===== src/rtl/pkg_cmd.sv =====
// Shared command types and sizing constants for the command queue and its
// neighbours (top, issuer).
package pkg_cmd;

    localparam int unsigned MEM_SIZE        = 256;
    localparam int unsigned MEM_ADDR_W      = $clog2(MEM_SIZE);
    localparam int unsigned CMD_QUEUE_DEPTH = 16;

    typedef enum logic [2:0] {
        OP_NOP   = 3'd0,
        OP_LOAD  = 3'd1,
        OP_STORE = 3'd2,
        OP_ADD   = 3'd3,
        OP_SUB   = 3'd4,
        OP_MUL   = 3'd5,
        OP_JMP   = 3'd6,
        OP_HALT  = 3'd7
    } cmd_op_t;

    typedef struct packed {
        cmd_op_t                 op;
        logic [3:0]              tag;
        logic [MEM_ADDR_W-1:0]   addr;
    } cmd_t;

endpackage


===== src/rtl/cmd_queue_ram.sv =====
// Command storage: DEPTH x cmd_t register file, two write ports and one
// combinational read port. Contents are not reset.
module cmd_queue_ram
    import pkg_cmd::*;
#(
    parameter int unsigned DEPTH = CMD_QUEUE_DEPTH,
    parameter int unsigned AW    = $clog2(DEPTH)
) (
    input  logic          clk,
    input  logic          we0,
    input  logic [AW-1:0] waddr0,
    input  cmd_t          wdata0,
    input  logic          we1,
    input  logic [AW-1:0] waddr1,
    input  cmd_t          wdata1,
    input  logic [AW-1:0] raddr,
    output cmd_t          rdata
);

    cmd_t mem [DEPTH];

    // The queue never aims both ports at one slot; port 1 wins if it ever did.
    always_ff @(posedge clk) begin
        if (we0) mem[waddr0] <= wdata0;
        if (we1) mem[waddr1] <= wdata1;
    end

    assign rdata = mem[raddr];

endmodule


===== src/rtl/cmd_queue.sv =====
// Circular command FIFO feeding the issuer: host pushes, issuer re-queues,
// registered pop with one-cycle ack, one slot reserved for re-queues.
module cmd_queue
    import pkg_cmd::*;
#(
    parameter int unsigned DEPTH = CMD_QUEUE_DEPTH,
    parameter int unsigned CNT_W = $clog2(DEPTH + 1)
) (
    input  logic             i_clk,
    input  logic             i_rstn,
    input  logic             host_wr,
    input  cmd_t             host_cmd,
    output logic             host_full,
    input  logic             issuer_rd_queue,
    input  logic             issuer_wr_queue,
    input  cmd_t             issuer_cmd,
    output cmd_t             queue_cmd,
    output logic             queue_ack,
    output logic             queue_empty,
    output logic [CNT_W-1:0] queue_count,
    output logic             ovf_err
);

    localparam int unsigned AW = $clog2(DEPTH);

    logic [AW-1:0]    rptr;
    logic [AW-1:0]    wptr;
    logic [AW-1:0]    host_addr;
    logic [AW-1:0]    wptr_next;
    logic [CNT_W-1:0] count;
    logic [CNT_W-1:0] count_next;
    logic             acc_pop;
    logic             acc_rq;
    logic             acc_host;
    cmd_t             head;

    always_comb begin
        acc_pop  = issuer_rd_queue && (count != '0);
        // A pop frees its slot in the same cycle, so re-queue is legal even when full.
        acc_rq   = issuer_wr_queue &&
                   ((count - CNT_W'(acc_pop)) < CNT_W'(DEPTH));
        acc_host = host_wr && !host_full;

        host_addr  = wptr + AW'(acc_rq);
        wptr_next  = wptr + AW'(acc_rq) + AW'(acc_host);
        count_next = count + CNT_W'(acc_rq) + CNT_W'(acc_host) - CNT_W'(acc_pop);
    end

    cmd_queue_ram #(
        .DEPTH (DEPTH),
        .AW    (AW)
    ) u_ram (
        .clk    (i_clk),
        .we0    (acc_rq),
        .waddr0 (wptr),
        .wdata0 (issuer_cmd),
        .we1    (acc_host),
        .waddr1 (host_addr),
        .wdata1 (host_cmd),
        .raddr  (rptr),
        .rdata  (head)
    );

    always_ff @(posedge i_clk or negedge i_rstn) begin
        if (!i_rstn) begin
            rptr        <= '0;
            wptr        <= '0;
            count       <= '0;
            queue_cmd   <= '0;
            queue_ack   <= 1'b0;
            ovf_err     <= 1'b0;
            host_full   <= 1'b0;
            queue_empty <= 1'b1;
        end else begin
            wptr        <= wptr_next;
            count       <= count_next;
            queue_ack   <= acc_pop;
            host_full   <= (count_next >= CNT_W'(DEPTH - 1));
            queue_empty <= (count_next == '0);
            if (acc_pop) begin
                queue_cmd <= head;
                rptr      <= rptr + 1'b1;
            end
            if (issuer_wr_queue && !acc_rq) ovf_err <= 1'b1;
        end
    end

    assign queue_count = count;

endmodule


===== config.mk =====
export PLATFORM = sky130hd
export DESIGN_NAME = cmd_queue
export DESIGN_NICKNAME = d
export VERILOG_FILES = /design/src/rtl/pkg_cmd.sv /design/src/rtl/cmd_queue_ram.sv /design/src/rtl/cmd_queue.sv
export SDC_FILE = /design/constraint.sdc
export NUM_CORES = 1
export LEC_CHECK = 0
export ABC_CLOCK_PERIOD_IN_PS = 8780
export BUFFER_PORTS_ARGS = -buffer_cell sky130_fd_sc_hd__buf_4
export CAP_MARGIN = 30
export CORE_ASPECT_RATIO = 0.6
export CORE_MARGIN = 5
export CORE_UTILIZATION = 45
export CTS_BUF_LIST = sky130_fd_sc_hd__clkbuf_4 sky130_fd_sc_hd__clkbuf_8
export CTS_CLUSTER_DIAMETER = 200
export CTS_CLUSTER_SIZE = 14
export DETAILED_ROUTE_END_ITERATION = 10
export PLACE_DENSITY = 0.63
export SKIP_CTS_REPAIR_TIMING = 1
export SYNTH_ARGS = -nofsm -noshare
export SYNTH_HDL_FRONTEND = slang
export SYNTH_SLANG_ARGS = --single-unit

===== constraint.sdc =====
create_clock -name i_clk -period 8.78 [get_ports i_clk]
set_input_delay 1.756 -clock i_clk [delete_from_list [all_inputs] [get_ports i_clk]]
set_output_delay 1.756 -clock i_clk [all_outputs]
set_load 0.01 [all_outputs]

# After elaboration in Yosys (flattened, before gate mapping)
# Memory sizes are Yosys's and may differ from the RTL's. A register that Yosys moved wholly into a read port is not among the register bits.
# Cells that the tools add are included.
# totals
mem_bits_rw	240
regBits	17
output_inout_bits	24
mem_count	1
in_bits	35
# classes
n_lt_le_gt_ge	2
muxes	4
addsub	7
reduce_logical	9
# memory_table
memory	depth	word_bits	rd	rd_ports_with_merged_regs	wr	line	text
u_ram.mem	16	15	1	1	2	cmd_queue_ram.sv:20	cmd_t mem [DEPTH];
# op_table
op	n
$add A5 B1 Y5	2
$sub A5 B1 Y5	2
$add A4 B1 Y4	2
$ge A5 B4 Y1 const B	1
$logic_not A5 Y1	1
$lt A5 B5 Y1 const B	1
$reduce_bool A5 Y1	1
$add A4 B1 Y4 const B	1
$logic_and A1 B1 Y1	4
$mux W1	4
$logic_not A1 Y1	3

# Depth between registers and ports, before layout
# Gate-level depths: netlist of the first run.
# logic_depth
ltp_word	9
mapped_depth	16

# Cells and area by module
# From an unflattened synthesis of the first run, not the netlist that was laid out.
# hier_totals
hier_cells	851
area_unflattened_um2	13650.6
# modules_own_cells
module	area_each_um2	seq_area_each_um2	cells_each	n_inst
cmd_queue_ram	12169.2	7206.9	708	1
cmd_queue	1481.4	802.0	143	1

# Worst setup path after synthesis of the first run
# Ideal clock, no wire load.
# synth_timing
kind	input-to-reg
from	input port issuer_rd_queue
to	memory u_ram.mem[1][0] (netlist bit), enable pin
path_stages	11
n_path_buf	1
required_ps	8372
slack_ps	4095
t_arrival_ps	4278
setup_time_ps	408
cell_sequence	nor3b_1 > o21a_1 > nand2b_1 > nand3_1 > inv_1 > ha_1 > ha_1 > nor3b_2 > nand2_2 > buf_2 > o21ai_0
# synth_rtl
item	line	text
start: declaration	cmd_queue.sv:14	input logic issuer_rd_queue,
end: declaration	cmd_queue_ram.sv:20	

==> results of run 1 <==
==> metal layers <==
layer,GRT usage,up-vias,part of all wire
met4,0.0353,6,0.017
met3,0.0713,50,0.10
li1,-,3377,-
met2,0.301,335,0.40
met5,0,-,0.0011
met1,0.366,4244,0.48
==> sequential cells by signal (all words and copies together) (netlist names) <==
name	flops
queue_ack	1
queue_empty	1
host_full	1
queue_count	5
rptr	4
u_ram.mem	240
wptr	4
queue_cmd	15
ovf_err	1
==> kinds of logic after synthesis <==
logic type,count (synthesis),synth area share
AOI/OAI and AO/OA,69,0.0353
xor gates and xnor gates,13,0.0107
adders and majority gates,13,0.0126
buffers and inverters,97,0.0405
DFF,272,0.566
muxes,310,0.301
and+or+nand+nor,84,0.0341
==> stage by stage <==
step / util / hold WS [ns] / std cells / setup slack, ns
6_report: 0.493 / 0.479 / 1311 / 4.08
5_1_grt: 0.493 / 0.500 / 1311 / 3.83
4_1_cts: 0.493 / 0.480 / 1311 / 4.04
3_5_place_dp: 0.478 / 0.455 / 1269 / 3.44
3_3_place_gp: 0.475 / 0.443 / 1264 / 3.48
2_1_floorplan: - / 0.493 / 858 / 4.09
==> layout by cell type (no fill, tap or decap), types with 10 or more instances in the layout <==
cell type	count
clkbuf_4	17
mux2_2	213
clkbuf_8	23
edfxtp_1	240
xnor2_1	10
o21ai_2	11
nor2b_1	11
o221ai_1	10
inv_1	16
mux4_2	60
nand2_1	33
a21oi_1	12
ha_1	11
dfrtp_1	29
mux2i_1	10
o21ai_0	10
buf_4	69
mux2_4	27
==> report_power, final <==
| part | internal [W] | leakage [nW] | switching, W |
|---|---|---|---|
| clock | 0.000321 | 0.248 | 0.000450 |
| combinational | 0.000776 | 2.57 | 0.000988 |
| sequential | 0.00169 | 2.54 | 0.000160 |
==> how the worst min path moves through the flow <==
stage | slack, ns | start | end
after floorplan | 0.49 | ovf_err | ovf_err
after global placement | 0.44 | ovf_err | ovf_err
after detailed placement | 0.45 | ovf_err | ovf_err
after CTS | 0.48 | ovf_err | ovf_err
after global routing | 0.50 | ovf_err | ovf_err
final | 0.48 | ovf_err | ovf_err
==> cell type report <==
| type | instances | area (um^2) |
|---|---|---|
| fill | 2631 | 15800 |
| sequential | 272 | 8020 |
| multi-input combinational | 489 | 5640 |
| timing repair buffer | 74 | 618 |
| tap | 416 | 520 |
| clock buffer | 40 | 444 |
| inverter | 18 | 75.1 |
| clock inverter | 2 | 16.3 |
==> worst max-delay path: stages <==
cell	delay (ns)
buf_4	0.12
nor3b_1	0.13
o21a_1	0.17
nand2b_1	0.15
nand3_1	0.16
inv_1	0.12
ha_1	0.24
ha_1	0.47
nand2_1	0.13
nor2_2	0.26
and2_1	0.69
o21bai_2	0.50
==> flow_summary_export.csv, run 1 <==
group,metric,value,unit
grt,grt.total_usage,0.226,
sta,fmax,0.213,GHz
grt,antenna_found_initial,5,
setup_path,required,8.98,ns
floorplan,dieHeight,147,um
clocking,cts-htree-levels,1,
sta,tns,0,ns
power_and_ir_drop,power,0.00438,W
yosys,yosysWarnings,0,
sta,slew_viol_final,0,
route,dr_total_vias,8012,
floorplan,num_io_pins,59,
floorplan,dieArea,0.0352,mm^2
yosys,synth_commonest_cells,"edfxtp_1 (240), mux2_2 (213), mux4_2 (60), clkbuf_1 (37), nand2_1 (33)",
setup_path,ff2ff_path_depth,13,
sta,tightest_slew,0.909,ns
route,drtIter0Drc,976,
clocking,insertion_delay,0.59,ns
setup_path,r2r_slack,4.71,ns
layout,drive_gt1_frac,0.515,
sta,fin_crit,4.70,ns
worst_hold_path,hold-path-cell-count,1,
layout,fin_nets,926,
setup_path,crit_start,"issuer_rd_queue",
power_and_ir_drop,irDropWorstVdd,0.132,mV
route,first_pass_iters,5,
power_and_ir_drop,power_density,286,mW/mm^2
floorplan,die_w,239,um
setup_path,worstSetupStartpointType,"input pin",
yosys,synthesis.nets,906,
placed_design,port_buffers,58,
yosys,synth_top_area_frac,0.509,
layout,area_growth,8.34,%
layout,antennaDiodeCount,0,
grt,overflow,0,
yosys,synth_area_leaders,"edfxtp_1 (51%), mux2_2 (17%), mux4_2 (9.6%)",
sta,rsz0062_at_grt,"no",
setup_path,end_kind,"flop",
yosys,synth.most_common_cell,"edfxtp_1",
yosys,yosysUniqueCellTypes,52,
sta,fin_crit_sh,0.536,
power_and_ir_drop,leakage,5.36,nW
yosys,synth_edf_count,240,
yosys,ys_seq_elements,272,
clocking,numCtsBuffers,23,
grt,grt_pass1_vias,8012,
floorplan,design.core.area,0.0311,mm^2
sta,finClkSkew,0.0459,ns
sta,max_slew_margin,0.394,
grt,grt_max_degree,44,
route,vias_per_cell,6.11,
clocking,root_buffer,"clkbuf_8",
clocking,cts_tree,"done",
route,drt-total-wl,39800,um
layout,fin_area,0.0153,mm^2
route,drc_errors,0,
setup_path,r2r-end,"u_ram.mem[14][9]",
sta,hold_viol,0,
setup_path,cp.arrival,4.91,ns
setup_path,path_max_fanout,16,
yosys,async_flop_share,0.118,
clocking,clk_pin_slew,0.10,ns
setup_path,r2r-start,"queue_count[2]",
placed_design,placed_area,0.0149,mm^2
setup_path,setup.worst_path.end,"u_ram.mem[14][9]",
run_status,status,"completed",
placed_design,gp_congestion,0.876,
yosys,synthCells,858,
yosys,avgSynthCellArea,16.5,um^2
setup_path,path_class,"in2reg",
yosys,ys_seq_area_frac,0.566,
sta,finalSetupViolCount,0,
yosys,yosysTopAreaCell,"edfxtp_1",
worst_hold_path,hp-class,"reg2reg",
floorplan,rows,50,
job,maxCapViolCount,0,
yosys,ys.flop_type,"edfxtp_1",
route,wl_per_cell,30.3,um
placed_design,dp_hpwl,26400,um
clocking,cts.sinks,272,
grt,grt_pass1_wl,58200,um
yosys,syn-cell-area,0.0141,mm^2
floorplan,start_util,0.455,
route,drt.antenna.violating_nets,0,
clocking,cts_buffer_depth,3,
(Power assumes the default switching activity.)
==> run 2: changes to the inputs <==
--- a/config.mk
+++ b/config.mk
@@ -5,7 +5,7 @@
 export SDC_FILE = /design/constraint.sdc
 export NUM_CORES = 1
 export LEC_CHECK = 0
-export ABC_CLOCK_PERIOD_IN_PS = 8780
+export ABC_CLOCK_PERIOD_IN_PS = 4500
 export BUFFER_PORTS_ARGS = -buffer_cell sky130_fd_sc_hd__buf_4
 export CAP_MARGIN = 30
 export CORE_ASPECT_RATIO = 0.6
==> constraint.sdc (replaced) <==
create_clock -name i_clk -period 4.5 [get_ports i_clk]
set_input_delay 0.9 -clock i_clk [delete_from_list [all_inputs] [get_ports i_clk]]
set_output_delay 0.9 -clock i_clk [all_outputs]
set_load 0.01 [all_outputs]
==> flow_summary_export.csv, run 2 (synthesized netlist as in run 1, its figures left out) <==
group,metric,value,unit
clocking,root_buffer,"clkbuf_8",
floorplan,design.core.area,0.0311,mm^2
sta,hold-worst-slack,0.258,ns
job,maxCapViolCount,0,
route,drc_errors,0,
sta,tightest_slew,0.885,ns
clocking,cts_tree,"done",
clocking,insertion_delay,0.59,ns
sta,fin_crit_sh,0.851,
setup_path,cp.arrival,4.09,ns
grt,grt_max_degree,46,
layout,largest_register_ff_count,240,
run_status,status,"completed",
grt,grt.total_usage,0.223,
clocking,cts_buffer_depth,3,
floorplan,rows,50,
layout,final_common_cell,"edfxtp_1",
power_and_ir_drop,irDropWorstVdd,0.222,mV
sta,finClkSkew,0.0400,ns
floorplan,dieArea,0.0352,mm^2
setup_path,end_kind,"flop",
sta,hold_viol,0,
layout,final_cells,1336,
sta,rsz0062_at_grt,"no",
layout,fin_area,0.0156,mm^2
route,drt-total-wl,39100,um
layout,n_fill_cell,2588,
setup_path,crit_start,"queue_count[3]",
placed_design,gp_congestion,0.872,
layout,final_cell_mix,"edfxtp_1 (240), mux2_2 (213), buf_4 (88), mux4_2 (60), nand2_1 (33)",
route,drtIter0Drc,812,
route,wl_per_cell,29.3,um
setup_path,r2r-start,"queue_count[3]",
floorplan,num_io_pins,59,
layout,fin_nets,952,
power_and_ir_drop,leakage,5.51,nW
clocking,numCtsBuffers,23,
sta,slew_viol_final,0,
route,drt.antenna.violating_nets,0,
setup_path,required,4.76,ns
power_and_ir_drop,power_density,553,mW/mm^2
placed_design,dp_hpwl,25600,um
setup_path,r2r_slack,0.67,ns
layout,antennaDiodeCount,0,
worst_hold_path,hp-class,"in2async",
grt,grt_pass1_vias,7973,
placed_design,port_buffers,58,
grt,antenna_found_initial,3,
clocking,clk_pin_slew,0.11,ns
sta,fin_crit,3.83,ns
route,vias_per_cell,5.95,
sta,tns,0,ns
power_and_ir_drop,power,0.00862,W
setup_path,path_max_fanout,10,
clocking,cts-htree-levels,1,
floorplan,dieHeight,147,um
sta,fmax,0.261,GHz
setup_path,worstSetupStartpointType,"flop",
placed_design,placedCellCount,1295,
sta,max_slew_margin,0.410,
grt,overflow,0,
placed_design,placed_area,0.0151,mm^2
sta,finalSetupViolCount,0,
setup_path,path_class,"reg2reg",
route,first_pass_iters,5,
grt,grt_pass1_wl,57500,um
layout,drive_gt1_frac,0.528,
layout,regMostFlops,"u_ram.mem",
floorplan,start_util,0.455,
floorplan,die_w,239,um
route,dr_total_vias,7944,
clocking,cts.sinks,272,
layout,area_growth,10.3,%
run 2: worst max-delay path: stages (launching register included):
cell and delay, ns:
dfrtp_1 0.43, inv_1 0.11, ha_1 0.16, inv_1 0.08
o21a_1 0.18, nand2b_1 0.15, nand3_1 0.13, inv_1 0.11
ha_1 0.24, ha_1 0.48, and3_1 0.30, and2_1 0.33
buf_4 0.25, o21bai_2 0.29, buf_8 0.24
run 2: final timing paths:
path / endpoint / cells after the start
min in group i_clk: ovf_err / 1
min: queue_cmd[0] / 1
max reg2reg: u_ram.mem[3][14] / 14
max in group asynchronous: rptr[2] / 1
max: u_ram.mem[3][14] / 14
min reg2reg: ovf_err / 1
run 2: power breakdown:
part           switching [W]  internal [W]  leakage [nW]
clock network       0.000877      0.000625         0.248
registers           0.000458       0.00329          2.54
logic                0.00177       0.00161          2.72
total                0.00310       0.00552          5.51
run 2: through the flow:
stage,util,worst slack (ns)
detailed placement,0.487,0.421
finish,0.502,0.670
global route,0.502,0.494
CTS,0.502,0.763
global placement,0.483,0.374
floorplan,-,0.671
run 2: layer usage:
layer / track usage / wire length, um / up-vias
met5: 0 / 41 / -
met2: 0.305 / 16400 / 265
met1: 0.358 / 18800 / 4211
met3: 0.0674 / 3380 / 39
met4: 0.0288 / 452 / 6
li1: - / - / 3423
run 2: layout make-up:
| type | count | area [um^2] | area share |
|---|---|---|---|
| flip-flops and latches | 272 | 8020 | 0.514 |
| multi-input cells | 489 | 5640 | 0.361 |
| repair buffers | 100 | 900 | 0.0577 |
| well taps | 416 | 520 | 0.0334 |
| clock buffers | 40 | 444 | 0.0285 |
| inverters | 18 | 75.1 | 0.00481 |
| clock inverters | 1 | 8.76 | 0.000561 |
